<file path="src/rtl/cdc_hs_rx.sv">
// Destination side of a 4-phase req/ack bundled-data crossing.
// Each captured source word becomes exactly one valid/ready stream beat.
module cdc_hs_rx #(
  parameter int unsigned DW = 8,
  parameter int unsigned CW = 16
) (
  input  logic          clk,
  input  logic          rst_n,
  input  logic          req_sync,
  input  logic [DW-1:0] data_async,
  output logic          ack,
  output logic          m_valid,
  input  logic          m_ready,
  output logic [DW-1:0] m_data,
  output logic          busy,
  output logic [CW-1:0] xfer_cnt
);

  typedef enum logic {IDLE, WAIT_LOW} state_t;

  state_t          state, state_nxt;
  logic            accept, beat;
  logic            m_valid_nxt;
  logic [DW-1:0]   m_data_nxt;
  logic [CW-1:0]   xfer_cnt_nxt;

  always_ff @(posedge clk or negedge rst_n) begin
    if (!rst_n) state <= IDLE;
    else        state <= state_nxt;
  end

  always_comb begin
    state_nxt = state;
    unique case (state)
      IDLE:     if (accept)    state_nxt = WAIT_LOW;
      WAIT_LOW: if (!req_sync) state_nxt = IDLE;
      default:                 state_nxt = IDLE;
    endcase
  end

  // A full buffer only accepts when its current word leaves this very cycle,
  // which gives back-to-back beats without a bubble.
  always_comb begin
    accept       = (state == IDLE) && req_sync && (!m_valid || m_ready);
    beat         = m_valid && m_ready;
    m_valid_nxt  = m_valid;
    m_data_nxt   = m_data;
    xfer_cnt_nxt = xfer_cnt;
    if (beat) m_valid_nxt = 1'b0;
    if (accept) begin
      m_valid_nxt  = 1'b1;
      m_data_nxt   = data_async;
      xfer_cnt_nxt = xfer_cnt + CW'(1);
    end
  end

  always_ff @(posedge clk or negedge rst_n) begin
    if (!rst_n) begin
      m_valid  <= 1'b0;
      m_data   <= '0;
      xfer_cnt <= '0;
    end else begin
      m_valid  <= m_valid_nxt;
      m_data   <= m_data_nxt;
      xfer_cnt <= xfer_cnt_nxt;
    end
  end

  // ack is the WAIT_LOW state flop itself, so it rises with the data capture.
  assign ack  = (state == WAIT_LOW);
  assign busy = (state != IDLE) || m_valid;

endmodule

</file>
<file path="config.mk">
export PLATFORM = sky130hd
export DESIGN_NAME = cdc_hs_rx
export DESIGN_NICKNAME = d
export VERILOG_FILES = /design/src/rtl/cdc_hs_rx.sv
export SDC_FILE = /design/constraint.sdc
export NUM_CORES = 1
export LEC_CHECK = 0
export ABC_AREA = 1
export BUFFER_PORTS_ARGS = -buffer_cell sky130_fd_sc_hd__buf_2
export CORE_ASPECT_RATIO = 0.8
export CORE_UTILIZATION = 25
export DETAILED_ROUTE_END_ITERATION = 8
export PLACE_DENSITY = 0.5
export SLEW_MARGIN = 20
export SYNTH_ARGS = -nofsm -noshare
export SYNTH_HDL_FRONTEND = slang
export SYNTH_SLANG_ARGS = --single-unit
</file>
<file path="constraint.sdc">
create_clock -name clk -period 1.9 [get_ports clk]
set_input_delay 0 -clock clk [delete_from_list [all_inputs] [get_ports clk]]
set_output_delay 0 -clock clk [all_outputs]
set_load 0.005 [all_outputs]
</file>
# --- Word level (Yosys, flattened, before mapping) ---
# Index checks and enable logic that the tools add are counted.
classes:
  add_sub_neg: 1
  multipliers: 0
  div: 0
  magnitude_cmp: 0
  eq_ne: 0
  n_shift: 0
  muxes: 5
  n_bitwise: 1
  n_reduce_logical: 7
op_table:
  columns: ["op", "n"]
  rows:
  - ["adder 16 x 1 -> 16 bit, second input constant", 1]
  - ["two-way mux 1 bit", 4]
  - ["logical AND 1 bit", 3]
  - ["logical OR 1 bit", 2]
  - ["one-hot mux 1 bit (2 select lines)", 1]
  - ["nonzero test 2 bit", 1]
  - ["logical NOT 1 bit", 1]
  - ["NOT 1 bit", 1]
word_totals:
  regBits: 26
  latchBits: 0
  mem_bits_rw: 0
  romBits: 0
  inputBits: 12
  output_inout_bits: 27
  wordCells: 18
  memories: 0

# --- Logic depth before layout (Yosys ltp) ---
# Gate-level depths: netlist (run 1).
logic_depth:
  ltp_word: 5
  ltp_mapped: 8
  ltp_nobuf: 8

# --- Least setup slack after synthesis (run 1) ---
# OpenSTA, ideal clock, no wires.
synth_path:
  path_kind: "reg-to-reg"
  start: "register state (netlist: ack)"
  end: "register xfer_cnt[9]"
  setup_ps: 120
  t_arrival_ps: 1033
  required_ps: 1780
  setup_slack_ps: 746
  stages_incl_launch_ff: 7
  n_path_buf: 0
  period_less_slack_ps: 1154
  path_cell_list: "dfrtp_1 -> nor2_4 -> nand2_8 -> nor2_4 -> nand2_1 -> o21ai_1 -> nand2_1"
synth_between:
  elab_chain_len: 3
synth_rtl:
  columns: ["item", "line_no", "source"]
  rows:
  - ["start, declared", "21", "state_t state, state_nxt;"]
  - ["start signal, assigned", "29", "else state <= state_nxt;"]
  - ["NOT 1 bit", null, null]
  - ["logical AND 1 bit (2 in series)", "44", "accept = (state == IDLE) && req_sync && (!m_valid || m_ready);"]
  - ["end signal, assigned", "65", "xfer_cnt <= xfer_cnt_nxt;"]
  - ["end, declared", "16", "output logic [CW-1:0] xfer_cnt"]
# No other way between the ends.
# A chain may end at the register's enable or synchronous reset.

# --- Worst setup path after layout (run 1) ---
layout_path:
  start: "register state (netlist: ack)"
  end: "register xfer_cnt[5]"
# Same word-level chain as after synthesis.

==> results of run 1 <==
stage by stage:
stage	setup WS [ps]	cells
final	589	268
after global routing	451	268
after CTS	571	268
after detailed placement	590	256
after global placement	616	256
after floorplan	746	158
report_power, final:
part           leakage [uW]  switching [uW]  internal (uW)
Combinational      0.000533             287            221
Clock             0.0000216             174            142
Sequential         0.000333             136            687
kinds of logic (layout without fill, tap and decap cells):
family	count (synthesis)	count (layout)
xor gates and xnor gates	6	6
and+or+nand+nor	104	104
buffers and inverters	18	66
adders and majority gates	1	1
AOI/OAI and AO/OA	3	3
DFF	26	26
layer usage:
| layer | vias up | wire length, microns | track usage, % |
|---|---|---|---|
| met5 | - | 0 | 0 |
| met4 | 0 | 27 | 3.88 |
| met3 | 4 | 169 | 3.97 |
| met2 | 32 | 1280 | 18.3 |
| met1 | 523 | 1460 | 16.1 |
| li1 | 589 | - | - |
worst max-delay path by stage:
stage                                  startpoint                        to
after floorplan                     ack$_DFF_PN0_   xfer_cnt[9]$_DFFE_PN0P_
after global placement              ack$_DFF_PN0_   xfer_cnt[5]$_DFFE_PN0P_
after CTS                           ack$_DFF_PN0_   xfer_cnt[5]$_DFFE_PN0P_
after detailed placement            ack$_DFF_PN0_   xfer_cnt[5]$_DFFE_PN0P_
after global routing      xfer_cnt[7]$_DFFE_PN0P_  xfer_cnt[13]$_DFFE_PN0P_
final                               ack$_DFF_PN0_   xfer_cnt[5]$_DFFE_PN0P_
what timing repair did:
item / in CTS / in global routing
hold buffers: 9 / 0
endpoints found under the hold margin: 34 / 0
setup endpoints to repair: 0 / 0
cell usage in the layout (no fill, tap or decap):
| cell | netlist | routed |
|---|---|---|
| o21ai_1 | 1 | 1 |
| nor3_1 | 3 | 3 |
| inv_2 | 2 | 2 |
| o21ai_0 | 1 | 1 |
| nand3b_1 | 1 | 1 |
| nand4_1 | 7 | 7 |
| nor2_8 | 1 | 1 |
| buf_2 | 1 | 38 |
| nand2_2 | 3 | 3 |
| nand2_1 | 63 | 63 |
| nor2_4 | 2 | 2 |
| clkbuf_8 | 0 | 3 |
| nand3_1 | 9 | 9 |
| nand2_8 | 1 | 1 |
| nor3_2 | 2 | 2 |
| ha_1 | 1 | 1 |
| xor2_1 | 5 | 5 |
| dfrtp_1 | 26 | 26 |
| a21o_1 | 1 | 1 |
| inv_1 | 14 | 14 |
| xnor2_1 | 1 | 1 |
| nor2_2 | 2 | 2 |
| dlygate4sd3_1 | 0 | 9 |
| nor2_1 | 10 | 10 |
state kept, by name (all words and copies together), names as in the netlist:
signal	count
xfer_cnt	16
m_valid	1
ack	1
m_data	8
layout make-up:
cell class,instances,share of cell area (%)
Sequential cell,26,38.5
Multi-Input combinational cell,114,34.4
Timing Repair Buffer,47,16.6
Tap cell,62,4.59
Inverter,16,3.55
Clock buffer,3,2.44
critical path: stages (launching register included):
cell     delay, ps
dfrtp_1        430
nor2_4         180
nand2_8        150
inv_2          230
nand3_1        110
nand2_1         80
inv_1           30
==> summary.md, run 1 <==
| Metric | Value |
|---|---|
| Instance area at placement | 1560 sq um |
| # IOs | 39 |
| Clock Sinks | 26 |
| Drt drc | 0 |
| Die W | roughly 83 microns |
| Reg2Reg Depth | 6 |
| Synth area leaders | dfrtp_1 50%, nand2_1 18%, inv_1 4.0% |
| Synth Area in Adders | less than 1% |
| WHS Path Cells | 3 |
| Area of the multi-input gates | between 500 and 600 sq um |
| Hold_sp | req_sync |
| Seq/Total Area, Yosys | between 40 and 50% |
| Floorplan row count | 23 |
| Reg2reg setup slack | approximately 600 ps |
| Clock skew | 7.20 ps |
| Final net count | approximately 220 |
| Reg2reg start | ack$_DFF_PN0_ |
| Simple-Gate Fraction of Synth Area | a little under two fifths |
| Clock root cell | clkbuf_8 |
| Vias per cell | 4.28 |
| Count leader, synth | nand2_1 |
| Clk slew on worst S/H paths | 90 ps |
| Worst hold slack | 38.6 ps |
| Clock tree from TritonCTS | yes |
| Predominant post-synthesis flop cell | dfrtp_1 |
| Overall power | 1650 uW |
| HP Class | input pin to register |
| Gr ovfl total | 0 |
| Fmax achieved | 763 MHz |
| Vias in the first global route | around 1000 |
| Mapped Nets | between 150 and 200 |
| P_leak | ~0.00089 uW |
| First-pass GRT wire length | ~5.0 mm |
| Syn_area_per_cell | 8.26 sq um |
| Worst Hold Path EP | ack$_DFF_PN0_ |
| Dominant cell type by area after synthesis | dfrtp_1 |
| Fin crit share | between 60 and 70% |
| Worst vdd ir | a little over 400 uV |
| Outcome | completed |
| Clk Latency, worst-skew pair | 270 ps |
| Synth Area in XOR/XNOR | under 10% |
| Post-synth EDFFs | 0 |
| Compound-Gate Fraction of Synth Area | about 1.3% |
| Final instance area | approximately 1700 sq um |
| PortBufs | 38 |
| Initial antenna violation count | 0 |
| CTS H-Tree Depth | 1 |
| Share of cells above drive strength 1 | 26.2% |
| Netlist cell types | 23 |
| Routed Antenna Nets | 0 |
| Crit end category | register |
| Post-synth top area share | 49.9% |
| P per Cell Area | 974 nW/um^2 |
| Post-synth top cells | 63 x nand2_1, 26 x dfrtp_1, 14 x inv_1 |
| Tightest Pin Transition | slightly below 600 ps |
| FFs w/ async S/R, synth | between 90% and 100% |
| CTS Buffer Depth | 2 |
| Via count | between 1000 and 1500 |
| Number of max-cap violations | 0 |
| RSZ-0062 raised after global routing | no |
| Final Core Density | roughly 34% |
| CP startpoint kind | register |
| First-pass iteration count of the detailed router | 5 |
| Setup TNS | 0 ps |
| Die area | 5510 sq um |
| FF/Latch Area | 651 sq um |
| WP data required | roughly 2100 ps |
| Postcts setup bufs | 0 |
| Final hold violations | 0 |
| Syn-to-layout area delta | 29.6% |
| Crit path DAT | 1480 ps |
| Largest family of logic cells by synthesized area | simple AND/OR/NAND/NOR gates |
| GPL Wtd Cong | about 0.80 |
| Rel. slew slack | 60.4% |
| Fill count | between 500 and 600 |
| Initial Util | 26.1% |
| Crit path time final | 1310 ps |
| Crit Reg-Reg Endpoint | xfer_cnt[5]$_DFFE_PN0P_ |
| Ys Warns | 0 |
| Routed len/inst | about 11 microns |
| Post-CTS sizing | 0 |
| Crit Path Category | register to register |
| Largest net degree at the start of global routing | 27 |
| Number of DRC markers in iteration 0 | slightly below 50 |
| Mapped Cells | approximately 160 |
| CTS Buf Count | 3 |
| Core Area | around 5000 sq um |
| Final setup vio count | 0 |
| Total track usage | between 10% and 20% |
| Die height | ~67 microns |
| Crit path max fanout | 19 |
| # diodes | 0 |
| Total Wirelength | around 2.9 mm |
| Post-synthesis register bit count | 26 |
| Post-DP HPWL | ~2.2 mm |
| Max-slew violations | 0 |
| Post-synthesis mux area share | 0% |
| Mapped Area | between 1000 and 1500 sq um |
Power figures use the tool's default switching activity.
==> run 2: changes to the inputs <==
--- a/config.mk
+++ b/config.mk
@@ -10,7 +10,7 @@
 export CORE_ASPECT_RATIO = 0.8
 export CORE_UTILIZATION = 25
 export DETAILED_ROUTE_END_ITERATION = 8
-export PLACE_DENSITY = 0.5
+export PLACE_DENSITY = 0.51
 export SLEW_MARGIN = 20
 export SYNTH_ARGS = -nofsm -noshare
 export SYNTH_HDL_FRONTEND = slang
==> constraint.sdc (replaced) <==
create_clock -name clk -period 1.1 [get_ports clk]
set_input_delay 0 -clock clk [delete_from_list [all_inputs] [get_ports clk]]
set_output_delay 0 -clock clk [all_outputs]
set_load 0.005 [all_outputs]
==> run 2 against run 1 <==
The flow now finishes with violations (setup timing). Largest power group is now combinational logic. Clock power up 100%. Via count up 11%. Cell count up 13%. Largest cell class is now multi-input gates. Core utilization up 8.9 points. Maximum frequency up 9.8%. Highest routed layer unchanged. Sequential share of layout area down 7.7 points. Hold slack worse by 9.3 ps. Count of clock-buffer cells in the layout up 1.
==> summary.md, run 2 (synthesis results as in run 1) <==
| Metric | Value |
|---|---|
| PortBufs | 38 (unchanged) |
| Largest net degree at the start of global routing | 27 (unchanged) |
| Worst hold slack | 29.3 ps (-9.30 ps) |
| # diodes | 0 (unchanged) |
| Outcome | complete, but fails checks |
| Fill count | 520 (-5.1%) |
| WP data required | 1270 ps (-800 ps) |
| Violated checks | setup timing |
| HP Class | input pin to register |
| Crit Path Category | register to register |
| Reg2reg start | ack$_DFF_PN0_ |
| Post-DP HPWL | 2.45 mm (+13%) |
| CTS Buf Count | 3 (unchanged) |
| Clk slew on worst S/H paths | 90 ps (about the same) |
| First-pass iteration count of the detailed router | 4 (-1) |
| Share of cells above drive strength 1 | 47.5% (+21 points) |
| P per Cell Area | 1790 nW/um^2 (+84%) |
| Clk Latency, worst-skew pair | 270 ps (about the same) |
| Reg2Reg Depth | 6 (unchanged) |
| Fin crit share | 109% (+40 points) |
| Floorplan row count | 23 (unchanged) |
| Clock skew | 2.12 ps (-5.08 ps) |
| Area of the multi-input gates | 676 sq um (+16%) |
| Post-Place Cells | 283 (+11%) |
| Crit path DAT | 1370 ps (-110 ps) |
| Crit Reg-Reg Endpoint | xfer_cnt[12]$_DFFE_PN0P_ |
| Max reg flops | 16 (unchanged) |
| Tightest Pin Transition | 351 ps (-242 ps) |
| Dpl ws | -95.6 ps (-685 ps) |
| Total Wirelength | 3.49 mm (+19%) |
| CP endpoint | xfer_cnt[12]$_DFFE_PN0P_ |
| Via count | 1272 (+11%) |
| Fmax achieved | 837 MHz (+9.8%) |
| FF/Latch Area | 657 sq um (+0.96%) |
| Fin worst setup slack | -94.1 ps (-683 ps) |
| Reg2reg setup slack | -90 ps (-680 ps) |
| Rel. slew slack | 76.6% (+16 points) |
| Number of DRC markers in iteration 0 | 45 (-8.2%) |
| Crit end category | register |
| Number of max-cap violations | 0 (unchanged) |
| Die height | 66.6 microns (unchanged) |
| Die area | 5510 sq um (unchanged) |
| Syn-to-layout area delta | 63.7% |
| RSZ-0062 raised after global routing | yes |
| Vias in the first global route | 1205 (+18%) |
| Routed len/inst | 11.5 microns (+4.6%) |
| Biggest regs | xfer_cnt: 16 flops, m_data: 8 flops |
| Instance area at placement | 1770 sq um (+14%) |
| Clock Sinks | 26 (unchanged) |
| Commonest cells after routing, fill and taps aside | 58 x nand2_1, 34 x buf_2, 27 x buf_4 |
| Crit path max fanout | 8 (-11) |
| CTS Buffer Depth | 2 (unchanged) |
| Routed Antenna Nets | 0 (unchanged) |
| GPL Wtd Cong | 0.765 (-3.8%) |
| Crit path time final | 1190 ps (-117 ps) |
| Initial Util | 26.1% (unchanged) |
| Total track usage | 13.8% (+1.7 points) |
| First-pass GRT wire length | 5.62 mm (+13%) |
| Worst vdd ir | 836 uV (+110%) |
| Max-slew violations | 0 (unchanged) |
| # IOs | 39 (unchanged) |
| Commonest non-fill, non-tap cell in the layout | nand2_1 |
| Slowest CP cell | dfrtp_1 |
| Vias per cell | 4.18 (-2.3%) |
| Drt drc | 0 (unchanged) |
| Initial antenna violation count | 0 (unchanged) |
| Final hold violations | 0 (unchanged) |
| CP startpoint | ack$_DFF_PN0_ |
| Core Area | 5010 sq um (unchanged) |
| Clock root cell | clkbuf_8 |
| Layout Cells excl Fill | 304 (+13%) |
| Final net count | 256 (+16%) |
| Largest Register | xfer_cnt |
| CP startpoint kind | register |
| Final instance area | 2140 sq um (+26%) |
| Critical Path, Cell by Cell | nor2_4 > nand2_8 > buf_4 > buf_4 > nand2_1 > nand2_1 |
| Gr ovfl total | 0 (unchanged) |
| Clock tree from TritonCTS | yes |
| Overall power | 3820 uW (+130%) |
| CTS H-Tree Depth | 1 (unchanged) |
| Final setup vio count | 15 (+15) |
| Critical Path Max Stage Delay | 420 ps (about the same) |
| Die W | 82.8 microns (unchanged) |
| P_leak | 0.00110 uW (+24%) |
## run 2: cell count changes in the layout (fill, tap and decap cells not counted), sizes merged
cell | previous run | this run
inv | 16 | 15
clkinv | 0 | 1
clkbuf | 3 | 4
buf | 38 | 73
## run 2: report_power, final
group	internal [uW]	switching (uW)
sequential	1210	257
clock	320	312
combinational	967	762
total	2490	1330
## run 2: worst min-delay path by stage
stage                   from  cells past startpoint  slack [ps]                 endpoint
floorplan              rst_n                      0        -300            ack$_DFF_PN0_
global placement       rst_n                      2          20  xfer_cnt[8]$_DFFE_PN0P_
detailed placement     rst_n                      2          20            ack$_DFF_PN0_
CTS                 req_sync                      3          30            ack$_DFF_PN0_
global route        req_sync                      3          50            ack$_DFF_PN0_
finish              req_sync                      3          30            ack$_DFF_PN0_
## run 2: cell type report
class | count | share of cell area (%)
Tap cell | 62 | 3.63
Sequential cell | 26 | 30.8
Inverter | 16 | 3.40
Multi-Input combinational cell | 114 | 31.6
Clock buffer | 4 | 2.58
Timing Repair Buffer | 82 | 28.0
## run 2: timing repair
action,4_1_cts,5_1_grt
pin swaps,7,9
resized for setup,15,27
endpoints found under the setup margin,22,28
hold endpoints to repair,34,0
hold buffers,9,0
setup buffers,5,4
## run 2: routing by layer
layer | vias up | global-route usage (%) | share of wire, %
met4 | 0 | 2.80 | 0.52
met3 | 2 | 3.97 | 5.3
met5 | - | 0 | 0
met1 | 580 | 19.4 | 51
met2 | 30 | 20.9 | 43
li1 | 660 | - | -
## run 2: stage by stage
stage / TNS [ps] / util, %
floorplan: -72.2 / -
global placement: -923 / 35.4
global route: -2550 / 42.7
detailed placement: -1060 / 35.4
finish: -544 / 42.7
CTS: -752 / 40.2
## run 2: critical path: cells and delay by family (launching register included)
family        cells  cell delay, ps
simple gates      4             400
buf+inv           2             280
flops             1             420
